[config.mk]
export PLATFORM = sky130hd
export DESIGN_NAME = uart_rx
export DESIGN_NICKNAME = d
export VERILOG_FILES = /design/src/rtl/uart_rx_pkg.sv /design/src/rtl/uart_rx_sync_fifo.sv /design/src/rtl/uart_rx.sv
export SDC_FILE = /design/constraint.sdc
export NUM_CORES = 1
export LEC_CHECK = 0
export CAP_MARGIN = 0
export CORE_MARGIN = 2
export CORE_UTILIZATION = 59
export DETAILED_ROUTE_END_ITERATION = 7
export GPL_TIMING_DRIVEN = 0
export HOLD_SLACK_MARGIN = 0.05
export PLACE_DENSITY = 0.77
export REMOVE_ABC_BUFFERS = 1
export SLEW_MARGIN = 20
export SYNTH_ARGS = -nofsm -noshare
export SYNTH_HDL_FRONTEND = slang
export SYNTH_HIERARCHICAL = 1
export SYNTH_SLANG_ARGS = --single-unit
[constraint.sdc]
create_clock -name clk -period 4.15 [get_ports clk]
set_clock_uncertainty 0.15 [all_clocks]
set_input_delay 0.6225 -clock clk [delete_from_list [all_inputs] [get_ports clk]]
set_output_delay 0.6225 -clock clk [all_outputs]
set_load 0.02 [all_outputs]
[src/rtl/uart_rx_pkg.sv]
// uart_rx_pkg: register offsets, STATUS bit positions, FSM states and level helper for uart_rx
package uart_rx_pkg;

    localparam logic [2:0] UART_RX_DATA   = 3'd0;
    localparam logic [2:0] UART_RX_STATUS = 3'd1;
    localparam logic [2:0] UART_RX_LEVEL  = 3'd2;

    localparam int ST_NOT_EMPTY = 0;
    localparam int ST_FULL      = 1;
    localparam int ST_OVERRUN   = 2;
    localparam int ST_FRAME_ERR = 3;

    typedef enum logic [1:0] {
        S_IDLE,
        S_START,
        S_DATA,
        S_STOP
    } rx_state_t;

    function automatic logic [7:0] sat_level(input logic [15:0] lvl);
        return (lvl > 16'd255) ? 8'hFF : lvl[7:0];
    endfunction

endpackage

[src/rtl/uart_rx_sync_fifo.sv]
// sync_fifo: first-word-fall-through FIFO; a push on full only lands when a pop frees a slot in the same cycle
module sync_fifo #(
    parameter int W     = 8,
    parameter int DEPTH = 16
) (
    input  logic                     clk,
    input  logic                     rstn,
    input  logic                     push,
    input  logic                     pop,
    input  logic [W-1:0]             din,
    output logic [W-1:0]             dout,
    output logic                     full,
    output logic                     empty,
    output logic [$clog2(DEPTH):0]   level
);

    localparam int AW = $clog2(DEPTH);
    localparam int LW = AW + 1;

    logic [W-1:0]  mem [DEPTH];
    logic [AW-1:0] wptr, rptr;
    logic          do_push, do_pop;

    assign full  = level == LW'(DEPTH);
    assign empty = level == '0;
    assign dout  = mem[rptr];

    // a pop on empty is a no-op; a push on full needs the same-cycle pop to make room
    always_comb begin
        do_push = push && (!full || pop);
        do_pop  = pop && !empty;
    end

    // pointers and occupancy
    always_ff @(posedge clk) begin
        if (!rstn) begin
            wptr  <= '0;
            rptr  <= '0;
            level <= '0;
        end else begin
            if (do_push) wptr <= wptr + 1'b1;
            if (do_pop) rptr <= rptr + 1'b1;
            level <= level + LW'(do_push) - LW'(do_pop);
        end
    end

    // storage needs no reset; occupancy decides what is visible
    always_ff @(posedge clk) begin
        if (do_push) mem[wptr] <= din;
    end

endmodule

[src/rtl/uart_rx.sv]
// uart_rx: oversampling 8N1 receiver with receive FIFO behind the peripheral slave bus
module uart_rx
    import uart_rx_pkg::*;
#(
    parameter int CLK_HZ     = 12000000,
    parameter int BAUD       = 115200,
    parameter int FIFO_DEPTH = 16
) (
    input  logic       clk,
    input  logic       rstn,
    input  logic [4:0] addr,
    input  logic       ren,
    output logic [7:0] rdata,
    output logic       rd_valid,
    input  logic       wen,
    input  logic [7:0] wdata,
    input  logic       rx,
    output logic       rx_avail
);

    localparam int DIV = CLK_HZ / BAUD;
    localparam int CW  = $clog2(DIV);
    localparam int LW  = $clog2(FIFO_DEPTH) + 1;
    localparam logic [CW-1:0] HALF = CW'(DIV / 2 - 1);
    localparam logic [CW-1:0] FULL = CW'(DIV - 1);

    logic          rx_m, rx_s;
    rx_state_t     state, state_n;
    logic [CW-1:0] cnt, cnt_n;
    logic [2:0]    bit_idx, bit_idx_n;
    logic [7:0]    shreg, shreg_n;
    logic          armed, armed_n;
    logic          push, ferr_set;

    logic [2:0]    sel;
    logic          pop, wr_st, ovr_set;
    logic          ovr, ferr;
    logic [7:0]    dout, status, rd_mux;
    logic          full, empty;
    logic [LW-1:0] level;
    logic          unused_bits;

    assign sel         = addr[2:0];
    assign pop         = ren && sel == UART_RX_DATA;
    assign wr_st       = wen && sel == UART_RX_STATUS;
    assign ovr_set     = push && full && !pop;
    assign rx_avail    = !empty;
    assign unused_bits = ^{addr[4:3], wdata[7:4], wdata[1:0]};

    sync_fifo #(.W(8), .DEPTH(FIFO_DEPTH)) u_fifo (
        .clk   (clk),
        .rstn  (rstn),
        .push  (push),
        .pop   (pop),
        .din   (shreg),
        .dout  (dout),
        .full  (full),
        .empty (empty),
        .level (level)
    );

    // two-flop synchroniser, idles high so reset does not look like a start bit
    always_ff @(posedge clk) begin
        if (!rstn) begin
            rx_m <= 1'b1;
            rx_s <= 1'b1;
        end else begin
            rx_m <= rx;
            rx_s <= rx_m;
        end
    end

    // receive FSM and baud counter registers
    always_ff @(posedge clk) begin
        if (!rstn) begin
            state   <= S_IDLE;
            cnt     <= '0;
            bit_idx <= '0;
            shreg   <= '0;
            armed   <= 1'b0;
        end else begin
            state   <= state_n;
            cnt     <= cnt_n;
            bit_idx <= bit_idx_n;
            shreg   <= shreg_n;
            armed   <= armed_n;
        end
    end

    // frame sequencing: half-bit wait to mid start bit, then whole bits; disarm after stop so a break reports once
    always_comb begin
        state_n   = state;
        cnt_n     = cnt;
        bit_idx_n = bit_idx;
        shreg_n   = shreg;
        armed_n   = armed;
        push      = 1'b0;
        ferr_set  = 1'b0;
        case (state)
            S_IDLE: begin
                armed_n = armed | rx_s;
                if (armed && !rx_s) begin
                    cnt_n   = HALF;
                    state_n = S_START;
                end
            end
            S_START: begin
                if (cnt != '0) begin
                    cnt_n = cnt - 1'b1;
                end else if (rx_s) begin
                    state_n = S_IDLE;
                end else begin
                    cnt_n     = FULL;
                    bit_idx_n = '0;
                    state_n   = S_DATA;
                end
            end
            S_DATA: begin
                if (cnt != '0) begin
                    cnt_n = cnt - 1'b1;
                end else begin
                    shreg_n   = {rx_s, shreg[7:1]};
                    cnt_n     = FULL;
                    bit_idx_n = bit_idx + 1'b1;
                    state_n   = (bit_idx == 3'd7) ? S_STOP : S_DATA;
                end
            end
            S_STOP: begin
                if (cnt != '0) begin
                    cnt_n = cnt - 1'b1;
                end else begin
                    push     = rx_s;
                    ferr_set = !rx_s;
                    armed_n  = 1'b0;
                    state_n  = S_IDLE;
                end
            end
            default: state_n = S_IDLE;
        endcase
    end

    // read-data mux; an empty DATA read returns zero rather than the stale head
    always_comb begin
        status               = '0;
        status[ST_NOT_EMPTY] = !empty;
        status[ST_FULL]      = full;
        status[ST_OVERRUN]   = ovr;
        status[ST_FRAME_ERR] = ferr;
        rd_mux = (sel == UART_RX_DATA)   ? (empty ? 8'h00 : dout) :
                 (sel == UART_RX_STATUS) ? status :
                 (sel == UART_RX_LEVEL)  ? sat_level(16'(level)) : 8'h00;
    end

    // bus response and sticky flags; a hardware set beats a same-cycle W1C
    always_ff @(posedge clk) begin
        if (!rstn) begin
            rdata    <= '0;
            rd_valid <= 1'b0;
            ovr      <= 1'b0;
            ferr     <= 1'b0;
        end else begin
            rd_valid <= ren;
            if (ren) rdata <= rd_mux;
            ovr  <= ovr_set | (ovr & !(wr_st & wdata[ST_OVERRUN]));
            ferr <= ferr_set | (ferr & !(wr_st & wdata[ST_FRAME_ERR]));
        end
    end

endmodule

Yosys cells after proc, flatten, opt, wreduce, memory -nomap -nowiden

Memories as Yosys holds them, arrays and structs flattened. A register that Yosys moved wholly into a read port is not among the register bits.
Cells that the tools add are included.
Widths: inputs -> output; s select.

Flip-flop bits (word level): 47
Bits in latches: 0
RAM bits: 128
Bits in read-only memories: 0
Input bits: 18
Output and inout bits: 10
Memories kept: 1

Add/subtract/negate cells: 6
$mul: 0
Divide/modulo/power cells: 0
$lt $le $gt $ge: 0
Equality and inequality tests: 14
Shift-type cells: 0
Mux-type cells: 31
Bitwise logic cells: 8
Reductions and logical operators: 25

Memory list:

| memory     | words | width | rd ports | clocked after Yosys merged registers in | write ports | RTL line                | RTL |
|---|---|---|---|---|---|---|---|
| u_fifo.mem | 16    | 8     | 1        | 1                                       | 1           | uart_rx_sync_fifo.sv:20 | `logic [W-1:0] mem [DEPTH];` |

Operators by type and width:

| cell                | number |
|---|---|
| $mux 7              | 5 |
| $pmux 7 s4          | 1 |
| $mux 8              | 2 |
| $ne 2x2->1 const B  | 6 |
| $mux 2              | 5 |
| $mux 5              | 2 |
| $mux 3              | 3 |
| $add 4x1->4 const B | 2 |
| $mux 1              | 8 |
| $mux 4              | 2 |
| $pmux 2 s4          | 1 |
| $reduce_and 4->1    | 2 |
| $logic_and 1x1->1   | 7 |
| $reduce_bool 7->1   | 1 |
| $sub 7x1->7 const B | 1 |
| $logic_not 1->1     | 6 |
| $pmux 3 s2          | 1 |
| $add 5x1->5         | 1 |
| $eq 5x5->1 const B  | 1 |
| $logic_not 5->1     | 1 |
| $sub 5x1->5         | 1 |
| $and 1x1->1         | 4 |
| $eq 2x2->1 const B  | 2 |
| $reduce_and 2->1    | 2 |
| other kinds (14)    | 17 |

Logic depth before layout (Yosys ltp)

Gate-level depths: netlist of run 1.

Depth after elaboration: 6
Depth in mapped cells: 15
Depth with buffers taken out: 14

Cells and area by module

The synthesis of run 1 kept the hierarchy.

By module, submodules not included:

| module    | instances | cells each | area an instance (sq um) | sequential area each (sq um) |
|---|---|---|---|---|
| sync_fifo | 1         | 307        | 5,853.1                  | 4,184.0 |
| uart_rx   | 1         | 214        | 1,811.7                  | 680.7 |

Least setup slack after synthesis of run 1

No wires, ideal clock.

Kind: input to register
Start: input ren
End: register u_fifo.level[4]
Setup time: 0.116 ns
Arrival: 3.450 ns
Slack: 0.435 ns
Stages: 12
Cell sequence: clkbuf_1 -> nor4b_1 -> o21ai_1 -> buf_2 -> ha_1 -> inv_1 -> ha_1 -> fa_1 -> a21oi_1 -> nor2_1 -> or3_1 -> and3_1

Longest elaborated chain between the ends: 5
Elaborated cells between the ends (all ways): 6
Classes of those cells: 2 x add/sub; 4 x reduce/logical

Ends and longest elaborated chain:

| what                  | RTL line                | RTL |
|---|---|---|
| from (decl)           | uart_rx.sv:12           | `input logic ren,` |
| $logic_and 1x1->1 (*) | uart_rx.sv:44           | `assign pop = ren && sel == UART_RX_DATA;` |
| via pop               | uart_rx.sv:36           | `logic pop, wr_st, ovr_set;` |
| $logic_or 1x1->1      | uart_rx_sync_fifo.sv:30 | `do_push = push && (!full \|\| pop);` |
| $logic_and 1x1->1     | uart_rx_sync_fifo.sv:30 |  |
| $add 5x1->5           | uart_rx_sync_fifo.sv:43 | `level <= level + LW'(do_push) - LW'(do_pop);` |
| $sub 5x1->5 (*)       | uart_rx_sync_fifo.sv:43 |  |
| to (signal assigned)  | uart_rx_sync_fifo.sv:43 |  |
| to (decl)             | uart_rx_sync_fifo.sv:14 | `output logic [$clog2(DEPTH):0] level` |

Mark *: on every way through the listed nets, which the timed path passes. The rest lies on a longest branch.
A chain may end at the register's enable or synchronous reset.

Worst setup path after layout of run 1

Start: input addr[1]
End: register u_fifo.level[4]

Longest elaborated chain between the ends: 6
Elaborated cells between the ends (all ways): 7
Classes of those cells: 2 x add/sub; 5 x reduce/logical

Ends and longest elaborated chain:

| what                  | RTL line                | RTL |
|---|---|---|
| from (decl)           | uart_rx.sv:11           | `input logic [4:0] addr,` |
| $logic_not 3->1 (*)   | uart_rx.sv:44           |  |
| $logic_and 1x1->1 (*) | uart_rx.sv:44           |  |
| via pop               | uart_rx.sv:36           |  |
| $logic_or 1x1->1      | uart_rx_sync_fifo.sv:30 |  |
| $logic_and 1x1->1     | uart_rx_sync_fifo.sv:30 |  |
| $add 5x1->5           | uart_rx_sync_fifo.sv:43 |  |
| $sub 5x1->5 (*)       | uart_rx_sync_fifo.sv:43 |  |

Marked as above.

==> impl_metrics.env, run 1 <==
export IMPL_critPathLaunchType="input port"
export IMPL_hpwlAfterDp_mm=10.0
export IMPL_final_cell_area_mm2=0.00851
export IMPL_cts_sinks=179
export IMPL_synth_async_reset_ratio_pct=0
export IMPL_wirelength_mm=15.7
export IMPL_clk_pin_slew_ns=0.06
export IMPL_yosysSeqAreaShare_pct=63.5
export IMPL_r2r_slack_ns=0.34
export IMPL_dieArea_mm2=0.0139
export IMPL_ant_nets=0
export IMPL_vias=4527
export IMPL_multiInputGateArea_mm2=0.00257
export IMPL_slew_headroom_pct=34.0
export IMPL_synth_area_leaders="edfxtp_1 50%, dfxtp_1 13%, mux4_1 5.5%"
export IMPL_path_buf_inv=2
export IMPL_dpl_cell_area_mm2=0.00795
export IMPL_die_height_um=118
export IMPL_io_pins=28
export IMPL_setup_tns_ns=0
export IMPL_outcome="completed"
export IMPL_cts_root_buf="clkbuf_16"
export IMPL_grt_start_max_net_pins=30
export IMPL_critPathTopFamily="simple AND/OR/NAND/NOR gates"
export IMPL_hp_class="flip-flop to flip-flop"
export IMPL_ys_seq_elements=179
export IMPL_cts_buffers=17
export IMPL_whs_ns=0.264
export IMPL_initial_utilization_pct=60.5
export IMPL_grt_pass1_vias=4435
export IMPL_synth_warnings=6
export IMPL_worst_pin_slew_ns=0.982
export IMPL_ir_worst_vdd_v=0.000277
export IMPL_cts_buffer_depth=2
export IMPL_synth_ff_type="edfxtp_1"
export IMPL_drv_slew=0
export IMPL_powerDensity_mw_per_mm2=461
export IMPL_synth_edf_count=128
export IMPL_io_buffers=19
export IMPL_cts_tree="yes"
export IMPL_area_growth_pct=11.0
export IMPL_vias_per_cell=6.29
export IMPL_setup_viol=0
export IMPL_synth_area_mm2=0.00766
export IMPL_clock_latency_ns=0.42
export IMPL_antennaDiodeCount=0
export IMPL_grt_pass1_wl_mm=24.9
export IMPL_antenna_found_initial=0
export IMPL_end_kind="flip-flop"
export IMPL_fin_crit_ns=3.87
export IMPL_die_width_um=118
export IMPL_worstPathRequired_ns=4.31
export IMPL_fillers=856
export IMPL_hold_buffers=0
export IMPL_first_pass_iters=5
export IMPL_htree_num_levels=4
export IMPL_initialDrtViolationCount=409
export IMPL_p_leak_nw=2.88
export IMPL_std_cell_rows=41
export IMPL_wl_per_cell_um=21.8
export IMPL_yosys_cell_types_count=64
export IMPL_cpMostUsedCell="ha_1"
export IMPL_syn_avg_cell_area_um2=14.7
export IMPL_postCtsSetupRepairBufs=0
export IMPL_period_share_pct=93.3
export IMPL_slowest_stage="clkdlybuf4s50_1"
export IMPL_crit_fanout=13
export IMPL_coreArea_mm2=0.0127
export IMPL_drcViolationCount=0
export IMPL_hold_viol=0
export IMPL_grt_usage_pct=24.0
export IMPL_drive_gt1_share_pct=10.0
export IMPL_cp_slowest_stage_delay_ns=0.55
export IMPL_yosys_area_top_type_share_pct=50.1
export IMPL_netlist_instances=521
export IMPL_grt_setup_unrepaired="false"
export IMPL_cap_viol_max_count=0
export IMPL_cp_arrival_ns=4.03
export IMPL_fin_nets=573
export IMPL_crit_type="input port to flip-flop"
export IMPL_synth_top_cell_by_area="edfxtp_1"
export IMPL_place_congestion=0.859
export IMPL_path_cells="clkdlybuf4s50_1 > nor4b_4 > o21ai_1 > ha_1 > inv_1 > ha_1 > fa_1 > a21oi_1 > nor2_1 > or3_1 > and3_1"
export IMPL_grt_overflow_total=0
export IMPL_max_freq_mhz=258
export IMPL_register_area_mm2=0.00487
layout by cell type, fill, tap and decap left out, drive strengths merged, types with 3 or more instances in the layout:
| cell | netlist | final |
|---|---|---|
| edfxtp | 128 | 128 |
| dfxtp | 51 | 51 |
| mux4 | 32 | 32 |
| nand2 | 29 | 29 |
| a21oi | 26 | 26 |
| nand3 | 25 | 25 |
| clkbuf | 11 | 22 |
| nor2 | 21 | 21 |
| inv | 20 | 20 |
| and2 | 20 | 20 |
| a22oi | 19 | 19 |
| ha | 19 | 19 |
| clkdlybuf4s50 | 0 | 18 |
| o21ai | 13 | 13 |
| nand2b | 9 | 9 |
| clkinv | 0 | 9 |
| xnor2 | 7 | 7 |
| and3 | 7 | 7 |
| nor2b | 6 | 6 |
| a211oi | 6 | 6 |
| a2bb2oi | 4 | 4 |
| nor3 | 4 | 4 |
| or3 | 3 | 3 |
| o21a | 3 | 3 |
| nand4 | 3 | 3 |
| a32oi | 3 | 3 |
| xor2 | 3 | 3 |
| nor3b | 3 | 3 |
routing by layer:
layer | routed length, µm | track usage (%) | vias to the layer above
met4 | 331 | 8.89 | 0
met5 | 0 | 0 | -
li1 | - | - | 2044
met2 | 8160 | 39.1 | 149
met1 | 6480 | 32.1 | 2307
met3 | 719 | 4.99 | 27
final timing paths:
| kind | to | from | cells past startpoint |
|---|---|---|---|
| worst max-delay path | u_fifo/level[4]$_SDFF_PN0_ | addr[1] | 11 |
| worst min register to register | rx_s$_SDFF_PN1_ | rx_m$_SDFF_PN1_ | 1 |
| worst min-delay path | rx_s$_SDFF_PN1_ | rx_m$_SDFF_PN1_ | 1 |
| worst max register to register | u_fifo/level[4]$_SDFF_PN0_ | cnt[0]$_SDFFE_PN0P_ | 14 |
kinds of logic (layout without fill, tap and decap cells):
kind of cell / Yosys count / in the layout / share of synthesized area (%)
buf+inv: 46 / 73 / 3.18
xor+xnor: 10 / 10 / 1.14
compound gates: 92 / 92 / 8.23
mux: 33 / 33 / 10.3
flops: 179 / 179 / 63.5
fa+ha+maj: 20 / 20 / 3.36
simple gates: 141 / 141 / 10.3
timing repair:
action                     in CTS  in global routing
setup endpoints to repair       2                  1
cloned                          0                  0
resized for setup               2                  1
cells in the mapped netlist (4+ instances only):
library cell and number:
ha_1 19, nand2b_1 9, buf_2 5, edfxtp_1 128
dfxtp_1 51, xnor2_1 7, a21oi_1 26, mux4_2 16
inv_1 20, nand2_1 29, o21ai_0 11, a2bb2oi_1 4
nand3_1 24, a22oi_1 19, clkbuf_1 11, and2_1 20
and3_1 7, nor2b_1 6, a211oi_1 5, mux4_1 16
nor2_1 20
report_power, final:
group | leakage, nW | total [W] | switching (W) | internal (W)
Combinational | 1.01 | 0.000488 | 0.000288 | 0.000201
Sequential | 1.60 | 0.00196 | 0.0000385 | 0.00192
Clock | 0.269 | 0.00147 | 0.000634 | 0.000837
Total | 2.88 | 0.00392 | 0.000961 | 0.00296
final cells by class:
class	count	share of cell area [%]
Sequential cell	179	57.2
Tap cell	172	2.53
Clock buffer	22	5.34
Clock inverter	10	1.00
Inverter	20	0.882
Multi-Input combinational cell	296	30.2
Timing Repair Buffer	21	2.82
per-stage QoR:
step	utilization (%)	instances	power, W	setup slack, ns
3_3_place_gp	62.4	686	0.00246	-0.844
2_1_floorplan	-	495	0.00234	0.508
3_5_place_dp	62.8	688	0.00247	-0.948
6_report	67.1	720	0.00392	0.279
4_1_cts	67.1	720	0.00393	0.0980
5_1_grt	67.1	720	0.00407	0.0922
sequential cells by signal, summed over array words and instances (netlist names), 3 cells and up, named ones only:
register,cells
u_fifo/mem,128
u_fifo/level,5
u_fifo/rptr,4
bit_idx,3
cnt,7
u_fifo/wptr,4
shreg,8
rdata,8
Note: power is estimated with default switching activity, not from simulation.
==> run 2, diff against run 1 <==
--- a/config.mk
+++ b/config.mk
@@ -6,6 +6,7 @@
 export NUM_CORES = 1
 export LEC_CHECK = 0
 export CAP_MARGIN = 0
+export CORE_ASPECT_RATIO = 1.5
 export CORE_MARGIN = 2
 export CORE_UTILIZATION = 59
 export DETAILED_ROUTE_END_ITERATION = 7
@@ -18,3 +19,4 @@
 export SYNTH_HDL_FRONTEND = slang
 export SYNTH_HIERARCHICAL = 1
 export SYNTH_SLANG_ARGS = --single-unit
+export TNS_END_PERCENT = 100
==> run 2 against run 1 <==
  * Non-clock buffer count did not move
  * Final cell count fell by 1.8%
  * Final area rose by 0.79%
  * First-iteration DRC count fell by 25%
  * Wire length fell by 3.1%
  * Total power rose by 5.1%
  * Global-route usage fell by 1.2 points
  * Hold slack got worse by 0.0042 ns
  * Setup slack improved by 0.017 ns
==> impl_metrics.env, run 2 (same netlist as run 1, synthesis figures left out) <==
export IMPL_multiInputGateArea_mm2=0.00257
export IMPL_cap_viol_max_count=0
export IMPL_crit_type="input port to flip-flop"
export IMPL_reg_top3="u_fifo/mem (128), rdata (8), shreg (8)"
export IMPL_grt_setup_unrepaired="false"
export IMPL_pwr_share_seq_pct=47.5
export IMPL_drcViolationCount=0
export IMPL_htree_num_levels=4
export IMPL_grt_usage_pct=22.8
export IMPL_vias_per_cell=6.23
export IMPL_max_freq_mhz=259
export IMPL_final_cell_mix="128 x edfxtp_1, 49 x dfxtp_1, 29 x nand2_1, 26 x a21oi_1, 24 x nand3_1"
export IMPL_slew_headroom_pct=37.8
export IMPL_worstPathRequired_ns=4.31
export IMPL_initialDrtViolationCount=308
export IMPL_antenna_found_initial=0
export IMPL_postCtsSetupRepairBufs=0
export IMPL_dieArea_mm2=0.0139
export IMPL_critPathLaunchType="input port"
export IMPL_hold_buffers=0
export IMPL_cts_buffer_depth=2
export IMPL_cts_tree="yes"
export IMPL_grt_pass1_vias=4421
export IMPL_die_width_um=97.1
export IMPL_setup_tns_ns=0
export IMPL_cts_buffers=17
export IMPL_hp_class="flip-flop to flip-flop"
export IMPL_hold_viol=0
export IMPL_setup_slack_ns=0.296
export IMPL_io_pins=28
export IMPL_end_kind="flip-flop"
export IMPL_setup_viol=0
export IMPL_cts_root_buf="clkbuf_16"
export IMPL_ir_worst_vdd_v=0.000369
export IMPL_cp_arrival_ns=4.02
export IMPL_netSwitchingPower_w=0.00103
export IMPL_io_buffers=19
export IMPL_crit_fanout=18
export IMPL_register_area_mm2=0.00487
export IMPL_period_share_pct=92.9
export IMPL_clockPowerShare_pct=40.5
export IMPL_place_congestion=0.841
export IMPL_clk_pin_slew_ns=0.07
export IMPL_wl_per_cell_um=21.5
export IMPL_outcome="completed"
export IMPL_share_comb_of_total_power_pct=12.0
export IMPL_antennaDiodeCount=0
export IMPL_grt_pass1_wl_mm=23.8
export IMPL_worst_pin_slew_ns=0.931
export IMPL_top_register="u_fifo/mem"
export IMPL_fin_crit_ns=3.85
export IMPL_p_leak_nw=2.90
export IMPL_grt_start_max_net_pins=30
export IMPL_hpwlAfterDp_mm=10.3
export IMPL_initial_utilization_pct=59.8
export IMPL_largest_register_ff_count=128
export IMPL_drv_slew=0
export IMPL_p_int_w=0.00309
export IMPL_area_growth_pct=11.9
export IMPL_fin_nets=573
export IMPL_std_cell_rows=51
export IMPL_powerDensity_mw_per_mm2=480
export IMPL_first_pass_iters=5
export IMPL_cts_sinks=179
export IMPL_die_height_um=144
export IMPL_clock_latency_ns=0.42
export IMPL_power_total_w=0.00412
export IMPL_final_common_cell="edfxtp_1"
export IMPL_grt_overflow_total=0
export IMPL_swShare_pct=24.9
export IMPL_place_ws_ns=-0.923
export IMPL_ant_nets=0
export IMPL_fillers=851
export IMPL_wirelength_mm=15.2
export IMPL_drive_gt1_share_pct=10.9
export IMPL_post_cts_resized=2
export IMPL_coreArea_mm2=0.0128
export IMPL_vias=4408
## run 2: cell count changes in the layout (fill, tap and decap cells not counted), sizes merged
cell	delta
clkdlybuf4s50	+1
clkinvlp	+3
dlymetal6s2s	-1
inv	+8
bufinv	+2
clkinv	-9
clkbuf	-4
## run 2: power groups by stage
stage / clock, W / sequential, W / combinational [W]
after floorplan: 0 / 0.00200 / 0.000344
after detailed placement: 0 / 0.00200 / 0.000482
after global placement: 0 / 0.00200 / 0.000452
after CTS: 0.00170 / 0.00196 / 0.000485
after global routing: 0.00177 / 0.00196 / 0.000543
final: 0.00167 / 0.00196 / 0.000494
## run 2: area by class of cell
cell class | count | area share (%)
inverters | 20 | 0.875
flip-flops and latches | 179 | 56.8
multi-input cells | 296 | 30.0
clock buffers | 18 | 5.00
repair buffers | 21 | 2.77
well taps | 159 | 2.32
clock inverters | 14 | 2.25
## run 2: final timing paths
check | from | to | slack (ns) | depth (start not counted)
max reg2reg | cnt[0]$_SDFFE_PN0P_ | u_fifo/level[4]$_SDFF_PN0_ | 0.51 | 14
min | rx_m$_SDFF_PN1_ | rx_s$_SDFF_PN1_ | 0.26 | 1
min reg2reg | rx_m$_SDFF_PN1_ | rx_s$_SDFF_PN1_ | 0.26 | 1
max | ren | u_fifo/level[4]$_SDFF_PN0_ | 0.30 | 11
## run 2: critical path, stage by stage
cell	delay [ns]
clkdlybuf4s50_1	0.80
nor4b_4	0.52
o21ai_2	0.29
ha_1	0.36
inv_1	0.05
ha_1	0.21
fa_1	0.40
a21oi_1	0.17
nor2_1	0.08
or3_1	0.33
and3_1	0.18
## run 2: metal layers
| metal | track usage [%] | up-vias | routed length, µm |
|---|---|---|---|
| li1 | - | 2044 | - |
| met1 | 25.5 | 2214 | 5750 |
| met2 | 42.3 | 118 | 8560 |
| met3 | 5.01 | 32 | 476 |
| met4 | 9.27 | 0 | 420 |
| met5 | 0 | - | 0 |
## run 2: stage by stage
step | cells | utilization, % | hold slack, ns | area [µm²]
CTS | 707 | 66.8 | 0.263 | 8570
floorplan | 495 | - | 0.236 | 7500
global placement | 673 | 61.5 | 0.240 | 7890
finish | 707 | 66.9 | 0.259 | 8580
detailed placement | 675 | 61.9 | 0.247 | 7940
global route | 707 | 66.9 | 0.296 | 8580
